`src/rtl/ysyx_040750_axi_pkg.sv`:
```
// Shared AXI constants and FSM state types for the 1:N router.
package ysyx_040750_axi_pkg;

    localparam logic [1:0] RESP_OKAY   = 2'b00;
    localparam logic [1:0] RESP_DECERR = 2'b11;

    localparam logic [1:0] BURST_FIXED = 2'b00;
    localparam logic [1:0] BURST_INCR  = 2'b01;
    localparam logic [1:0] BURST_WRAP  = 2'b10;

    typedef enum logic [1:0] {
        R_IDLE,
        R_ADDR,
        R_DATA
    } r_state_e;

    typedef enum logic [1:0] {
        W_IDLE,
        W_XFER,
        W_RESP
    } w_state_e;

endpackage

```
`src/rtl/ysyx_040750_addr_decoder.sv`:
```
// Base/mask region decoder: one-hot slave select, lowest index wins, miss when no region hits.
module ysyx_040750_addr_decoder #(
    parameter int                 NSLV     = 2,
    parameter int                 AW       = 32,
    parameter logic [NSLV*AW-1:0] SLV_BASE = {32'h0000_0000, 32'h0200_0000},
    parameter logic [NSLV*AW-1:0] SLV_MASK = {32'h0000_0000, 32'hFFFF_0000}
) (
    input  logic [AW-1:0]   addr,
    output logic [NSLV-1:0] sel,
    output logic            miss
);

    logic found;

    always_comb begin
        sel   = '0;
        found = 1'b0;
        for (int unsigned i = 0; i < NSLV; i++) begin
            if (!found && ((addr & SLV_MASK[i*AW+:AW]) == SLV_BASE[i*AW+:AW])) begin
                sel[i] = 1'b1;
                found  = 1'b1;
            end
        end
        miss = !found;
    end

endmodule

```
`src/rtl/ysyx_040750_axi_router.sv`:
```
// 1-master to NSLV-slave AXI4 router; independent read/write FSMs, one outstanding each,
// unmapped addresses answered internally with DECERR.
module ysyx_040750_axi_router
    import ysyx_040750_axi_pkg::*;
#(
    parameter int                 NSLV     = 2,
    parameter int                 AW       = 32,
    parameter int                 DW       = 64,
    parameter logic [NSLV*AW-1:0] SLV_BASE = {32'h0000_0000, 32'h0200_0000},
    parameter logic [NSLV*AW-1:0] SLV_MASK = {32'h0000_0000, 32'hFFFF_0000}
) (
    input  logic                   I_clk,
    input  logic                   I_rst_n,
    input  logic [AW-1:0]          I_m_araddr,
    input  logic [7:0]             I_m_arlen,
    input  logic [2:0]             I_m_arsize,
    input  logic [1:0]             I_m_arburst,
    input  logic                   I_m_arvalid,
    output logic                   O_m_arready,
    output logic [DW-1:0]          O_m_rdata,
    output logic [1:0]             O_m_rresp,
    output logic                   O_m_rlast,
    output logic                   O_m_rvalid,
    input  logic                   I_m_rready,
    input  logic [AW-1:0]          I_m_awaddr,
    input  logic [7:0]             I_m_awlen,
    input  logic [2:0]             I_m_awsize,
    input  logic [1:0]             I_m_awburst,
    input  logic                   I_m_awvalid,
    output logic                   O_m_awready,
    input  logic [DW-1:0]          I_m_wdata,
    input  logic [DW/8-1:0]        I_m_wstrb,
    input  logic                   I_m_wlast,
    input  logic                   I_m_wvalid,
    output logic                   O_m_wready,
    output logic [1:0]             O_m_bresp,
    output logic                   O_m_bvalid,
    input  logic                   I_m_bready,
    output logic [NSLV*AW-1:0]     O_s_araddr,
    output logic [NSLV*8-1:0]      O_s_arlen,
    output logic [NSLV*3-1:0]      O_s_arsize,
    output logic [NSLV*2-1:0]      O_s_arburst,
    output logic [NSLV*AW-1:0]     O_s_awaddr,
    output logic [NSLV*8-1:0]      O_s_awlen,
    output logic [NSLV*3-1:0]      O_s_awsize,
    output logic [NSLV*2-1:0]      O_s_awburst,
    output logic [NSLV-1:0]        O_s_arvalid,
    output logic [NSLV-1:0]        O_s_awvalid,
    output logic [NSLV-1:0]        O_s_wvalid,
    output logic [NSLV-1:0]        O_s_rready,
    output logic [NSLV-1:0]        O_s_bready,
    input  logic [NSLV-1:0]        I_s_arready,
    input  logic [NSLV-1:0]        I_s_awready,
    input  logic [NSLV-1:0]        I_s_wready,
    input  logic [NSLV-1:0]        I_s_rvalid,
    input  logic [NSLV-1:0]        I_s_rlast,
    input  logic [NSLV-1:0]        I_s_bvalid,
    input  logic [NSLV*DW-1:0]     I_s_rdata,
    input  logic [NSLV*2-1:0]      I_s_rresp,
    input  logic [NSLV*2-1:0]      I_s_bresp,
    output logic [NSLV*DW-1:0]     O_s_wdata,
    output logic [NSLV*DW/8-1:0]   O_s_wstrb,
    output logic [NSLV-1:0]        O_s_wlast
);

    r_state_e        r_state, r_next;
    w_state_e        w_state, w_next;

    logic [NSLV-1:0] ar_sel, aw_sel;
    logic            ar_miss, aw_miss;

    logic [AW-1:0]   ar_addr_q, aw_addr_q;
    logic [7:0]      ar_len_q, aw_len_q;
    logic [2:0]      ar_size_q, aw_size_q;
    logic [1:0]      ar_burst_q, aw_burst_q;
    logic [NSLV-1:0] ar_sel_q, aw_sel_q;
    logic            ar_err_q, aw_err_q;
    logic [7:0]      r_cnt;
    logic            aw_done, w_done;
    logic            aw_hs, wl_hs;

    ysyx_040750_addr_decoder #(
        .NSLV(NSLV), .AW(AW), .SLV_BASE(SLV_BASE), .SLV_MASK(SLV_MASK)
    ) u_ar_dec (
        .addr(I_m_araddr), .sel(ar_sel), .miss(ar_miss)
    );

    ysyx_040750_addr_decoder #(
        .NSLV(NSLV), .AW(AW), .SLV_BASE(SLV_BASE), .SLV_MASK(SLV_MASK)
    ) u_aw_dec (
        .addr(I_m_awaddr), .sel(aw_sel), .miss(aw_miss)
    );

    // Payloads are broadcast; only the handshakes are steered by the select.
    assign O_s_araddr  = {NSLV{ar_addr_q}};
    assign O_s_arlen   = {NSLV{ar_len_q}};
    assign O_s_arsize  = {NSLV{ar_size_q}};
    assign O_s_arburst = {NSLV{ar_burst_q}};
    assign O_s_awaddr  = {NSLV{aw_addr_q}};
    assign O_s_awlen   = {NSLV{aw_len_q}};
    assign O_s_awsize  = {NSLV{aw_size_q}};
    assign O_s_awburst = {NSLV{aw_burst_q}};
    assign O_s_wdata   = {NSLV{I_m_wdata}};
    assign O_s_wstrb   = {NSLV{I_m_wstrb}};
    assign O_s_wlast   = {NSLV{I_m_wlast}};

    always_ff @(posedge I_clk or negedge I_rst_n) begin
        if (!I_rst_n) begin
            r_state    <= R_IDLE;
            ar_addr_q  <= '0;
            ar_len_q   <= '0;
            ar_size_q  <= '0;
            ar_burst_q <= '0;
            ar_sel_q   <= '0;
            ar_err_q   <= 1'b0;
            r_cnt      <= '0;
        end else begin
            r_state <= r_next;
            if (r_state == R_IDLE && I_m_arvalid) begin
                ar_addr_q  <= I_m_araddr;
                ar_len_q   <= I_m_arlen;
                ar_size_q  <= I_m_arsize;
                ar_burst_q <= I_m_arburst;
                ar_sel_q   <= ar_sel;
                ar_err_q   <= ar_miss;
                r_cnt      <= I_m_arlen;
            end else if (r_state == R_DATA && ar_err_q && I_m_rready && r_cnt != '0) begin
                r_cnt <= r_cnt - 8'd1;
            end
        end
    end

    always_comb begin
        r_next      = r_state;
        O_m_arready = 1'b0;
        O_s_arvalid = '0;
        O_s_rready  = '0;
        O_m_rvalid  = 1'b0;
        O_m_rdata   = '0;
        O_m_rresp   = RESP_OKAY;
        O_m_rlast   = 1'b0;
        case (r_state)
            R_IDLE: begin
                O_m_arready = 1'b1;
                if (I_m_arvalid) r_next = ar_miss ? R_DATA : R_ADDR;
            end
            R_ADDR: begin
                O_s_arvalid = ar_sel_q;
                if (|(I_s_arready & ar_sel_q)) r_next = R_DATA;
            end
            R_DATA: begin
                if (ar_err_q) begin
                    O_m_rvalid = 1'b1;
                    O_m_rresp  = RESP_DECERR;
                    O_m_rlast  = (r_cnt == '0);
                end else begin
                    O_s_rready = ar_sel_q & {NSLV{I_m_rready}};
                    for (int unsigned i = 0; i < NSLV; i++) begin
                        if (ar_sel_q[i]) begin
                            O_m_rvalid = I_s_rvalid[i];
                            O_m_rdata  = I_s_rdata[i*DW+:DW];
                            O_m_rresp  = I_s_rresp[i*2+:2];
                            O_m_rlast  = I_s_rlast[i];
                        end
                    end
                end
                if (O_m_rvalid && I_m_rready && O_m_rlast) r_next = R_IDLE;
            end
            default: r_next = R_IDLE;
        endcase
    end

    always_ff @(posedge I_clk or negedge I_rst_n) begin
        if (!I_rst_n) begin
            w_state    <= W_IDLE;
            aw_addr_q  <= '0;
            aw_len_q   <= '0;
            aw_size_q  <= '0;
            aw_burst_q <= '0;
            aw_sel_q   <= '0;
            aw_err_q   <= 1'b0;
            aw_done    <= 1'b0;
            w_done     <= 1'b0;
        end else begin
            w_state <= w_next;
            if (w_state == W_IDLE && I_m_awvalid) begin
                aw_addr_q  <= I_m_awaddr;
                aw_len_q   <= I_m_awlen;
                aw_size_q  <= I_m_awsize;
                aw_burst_q <= I_m_awburst;
                aw_sel_q   <= aw_sel;
                aw_err_q   <= aw_miss;
                aw_done    <= aw_miss;
                w_done     <= 1'b0;
            end else if (w_state == W_XFER) begin
                if (aw_hs) aw_done <= 1'b1;
                if (wl_hs) w_done  <= 1'b1;
            end
        end
    end

    // AW and W are offered together so slaves that wait for wvalid before awready still progress.
    always_comb begin
        w_next      = w_state;
        O_m_awready = 1'b0;
        O_s_awvalid = '0;
        O_s_wvalid  = '0;
        O_m_wready  = 1'b0;
        O_s_bready  = '0;
        O_m_bvalid  = 1'b0;
        O_m_bresp   = RESP_OKAY;
        aw_hs       = 1'b0;
        wl_hs       = 1'b0;
        case (w_state)
            W_IDLE: begin
                O_m_awready = 1'b1;
                if (I_m_awvalid) w_next = W_XFER;
            end
            W_XFER: begin
                if (!aw_done) begin
                    O_s_awvalid = aw_sel_q;
                    aw_hs       = |(aw_sel_q & I_s_awready);
                end
                if (!w_done) begin
                    if (aw_err_q) begin
                        O_m_wready = 1'b1;
                    end else begin
                        O_s_wvalid = aw_sel_q & {NSLV{I_m_wvalid}};
                        O_m_wready = |(aw_sel_q & I_s_wready);
                    end
                    wl_hs = I_m_wvalid && O_m_wready && I_m_wlast;
                end
                if ((aw_done || aw_hs) && (w_done || wl_hs)) w_next = W_RESP;
            end
            W_RESP: begin
                if (aw_err_q) begin
                    O_m_bvalid = 1'b1;
                    O_m_bresp  = RESP_DECERR;
                end else begin
                    O_s_bready = aw_sel_q & {NSLV{I_m_bready}};
                    for (int unsigned i = 0; i < NSLV; i++) begin
                        if (aw_sel_q[i]) begin
                            O_m_bvalid = I_s_bvalid[i];
                            O_m_bresp  = I_s_bresp[i*2+:2];
                        end
                    end
                end
                if (O_m_bvalid && I_m_bready) w_next = W_IDLE;
            end
            default: w_next = W_IDLE;
        endcase
    end

endmodule

```
`config.mk`:
```
export PLATFORM = sky130hd
export DESIGN_NAME = ysyx_040750_axi_router
export DESIGN_NICKNAME = d
export VERILOG_FILES = /design/src/rtl/ysyx_040750_axi_pkg.sv /design/src/rtl/ysyx_040750_addr_decoder.sv /design/src/rtl/ysyx_040750_axi_router.sv
export SDC_FILE = /design/constraint.sdc
export NUM_CORES = 1
export LEC_CHECK = 0
export CAP_MARGIN = 20
export CORE_AREA = 2 2 282 284
export CTS_BUF_LIST = sky130_fd_sc_hd__clkbuf_8
export CTS_CLUSTER_SIZE = 12
export DETAILED_ROUTE_END_ITERATION = 7
export DIE_AREA = 0 0 284 286
export PLACE_DENSITY = 0.38
export SYNTH_ARGS = -nofsm -noshare
export SYNTH_HDL_FRONTEND = slang
export SYNTH_SLANG_ARGS = --single-unit
```
`constraint.sdc`:
```
create_clock -name I_clk -period 1.4 [get_ports I_clk]
set_input_delay 0.28 -clock I_clk [delete_from_list [all_inputs] [get_ports I_clk]]
set_output_delay 0.28 -clock I_clk [all_outputs]
set_load 0.02 [all_outputs]
```
==> results.cfg <==
[run_status]
outcome = complete, but fails checks
violations = negative setup slack

[layout]
final_cell_mix = clkdlybuf4s50_1 (244), buf_6 (191), buf_2 (106)
final_common_cell = clkdlybuf4s50_1
drive_gt1_share_pct = 64.0
fin_area_sq_mm = 0.0142
nNetsFinal = 1359
syn_to_final_growth_pct = 117

[setup_path]
critPathLaunchType = flip-flop
arrival_ns = 1.96
critPathKind = reg2out
regToRegStartpoint = r_state[1]
required_ns = 1.12
critPathMaxFanout = 6
critical_path.top_delay_family = buffers and inverters
slowest_delay_ns = 0.43
path_cells = nand2b_4 > nor3_4 > buf_12 > buf_12 > buf_16 > buf_6 > a22o_4 > buf_6
endpoint_kind = primary output
crit_buf_inv = 5
worstSetupStartpoint = r_state[1]
crit_path_top_delay_cell = dfrtp_1

[cts]
cts_tree = done
clkSinkCount = 100
clock_latency_ns = 0.43
htree_levels = 3
path_clk_slew_ns = 0.13
cts_root_buf = clkbuf_8
numCtsBuffers = 9
clock_path_buffers = 2

[die]
dieArea_sq_mm = 0.0812
die_w_microns = 284
core_area_sq_mm = 0.0784
start_util_pct = 8.36
rows = 103
chipHeight_microns = 286
ios = 728

[place]
place_area_sq_mm = 0.0125
dp_hpwl_microns = 34600
gp_congestion = 0.940
port_buffers = 511
pre_cts_ws_ns = -0.715

[timing]
finalHoldViolCount = 0
drv_slew = 0
layout_min_cycle_time_ns = 2.24
fmax_mhz = 447
grt_setup_unrepaired = yes
skew_ns = 0.0291
setup_tns_ns = -85.22
worst_slew_pin_slew_ns = 0.498
setup_viol = 198
fin_ws_ns = -0.839
fin_crit_sh_pct = 160
slew_headroom_pct = 66.3

[power_and_ir_drop]
ir_drop_mv = 1.08
p_leak_nw = 6.13
p_per_area_mw_per_mm2 = 2040

[detailed_routing]
wire_per_inst_microns = 21.5
drt_wl_total_microns = 45200
drt_first_pass_iters = 4
vias = 6364
antenna_left = 0
drc = 0
vias_per_cell = 3.03
drt_iter0_drc = 106

[synth]
synthCells = 594
yosys_warnings = 0
yosysUniqueCellTypes = 38
synth_nets = 912
syn_avg_cell_area_sq_um = 11.0
syn-cell-area_sq_mm = 0.00655
ys_seq_area_share_pct = 38.2
synth_seq_cells = 100

[grt]
antenna_found_initial = 6
grt_max_degree = 47
grtUsageTotal_pct = 10.4
grt_overflow = 0
grt_pass1_vias = 7124
grt_pass1_wl_microns = 58800

[worst_hold_path]
hold_class = in2async

[flow_run]
max_cap_viol_count = 0
## through the flow
step	total power, mW	hold slack [ns]	instances	utilization (%)
floorplan	15.7	-0.0156	594	-
global placement	24.2	0.155	1992	16.0
detailed placement	24.1	0.150	1992	16.0
CTS	27.9	0.168	2083	17.5
global route	30.5	0.203	2096	18.2
finish	29.0	0.229	2098	18.2
## per-layer routing
| metal | part of all wire (%) | up-vias | GRT usage, % |
|---|---|---|---|
| met4 | 2.6 | 6 | 3.11 |
| met5 | 0.082 | - | 0 |
| met1 | 37 | 3025 | 10.8 |
| met2 | 50 | 563 | 18.7 |
| li1 | - | 2731 | - |
| met3 | 10 | 39 | 4.51 |
## worst register-to-register path, cell delays in order, from the launching register on
cell and delay, ns:
dfrtp_1 0.43, buf_4 0.17, nor3b_4 0.21, buf_12 0.15
buf_16 0.15, clkbuf_16 0.22, mux2_2 0.33
## cell type report
| class | instances | area (sq um) |
|---|---|---|
| Fill cell | 8689 | 64100 |
| Inverter | 4 | 15.0 |
| Tap cell | 1050 | 1310 |
| Sequential cell | 100 | 2520 |
| Antenna cell | 2 | 5.00 |
| Timing Repair Buffer | 699 | 7250 |
| Clock inverter | 6 | 77.6 |
| Multi-Input combinational cell | 227 | 2910 |
| Clock buffer | 10 | 138 |
## timing repair
action / 4_1_cts / 5_1_grt
hold buffers: 1 / 0
gates resized for setup: 1228 / 118
hold endpoints to repair: 100 / 0
setup endpoints to repair: 360 / 256
pin swaps: 66 / 24
gates cloned: 7 / 7
buffers inserted: 71 / 14
## cells by family after synthesis
kind of cell	after synthesis	share of synthesized area, %
AOI/OAI and AO/OA	86	11.1
and+or+nand+nor	51	4.89
DFF	100	38.2
muxes	90	15.5
buffers and inverters	267	30.3
## where the power goes
group	switching [mW]	internal [mW]	total, mW	leakage, nW
Sequential	1.52	4.36	5.88	1.16
Combinational	9.82	11.1	20.9	4.86
Clock	1.31	0.909	2.22	0.110
## flip-flops by register name, summed over array words and instances (netlist names), 3 cells and up
name and count:
aw_size_q 3, aw_addr_q 32, ar_addr_q 32, ar_len_q 8, ar_size_q 3, aw_len_q 8
## final timing paths
kind | to | slack [ns] | cells after the start
max | O_m_rdata[60] | -0.84 | 8
min | aw_size_q[1] | 0.23 | 2
max reg2reg | ar_addr_q[6] | -0.40 | 6
min reg2reg | ar_len_q[5] | 0.54 | 1
max in group asynchronous | ar_addr_q[16] | 0.63 | 3
min in group I_clk | aw_len_q[7] | 0.45 | 2
## synth_stat cells (all sizes together)
cell	n	area share [%]
nor3	5	0.46
nor2b	2	0.19
dfrtp	100	38
o22ai	1	0.096
nor4b	2	0.27
a22oi	3	0.34
a32oi	1	0.13
o2bb2ai	2	0.27
o21bai	1	0.11
nor2	9	0.55
buf	258	30
mux2	90	15
a21boi	1	0.11
or2	1	0.096
nand2b	4	0.50
inv	4	0.23
o22a	1	0.13
nor4	6	0.57
a221oi	3	0.40
nor3b	4	0.71
nand3	1	0.15
a211oi	1	0.11
a32o	1	0.15
nand2	8	0.46
clkbuf	5	0.29
nand3b	4	0.46
and3	5	0.48
o21a	1	0.11
a21oi	4	0.31
a22o	66	8.8
Note: power is estimated with default switching activity, not from simulation.
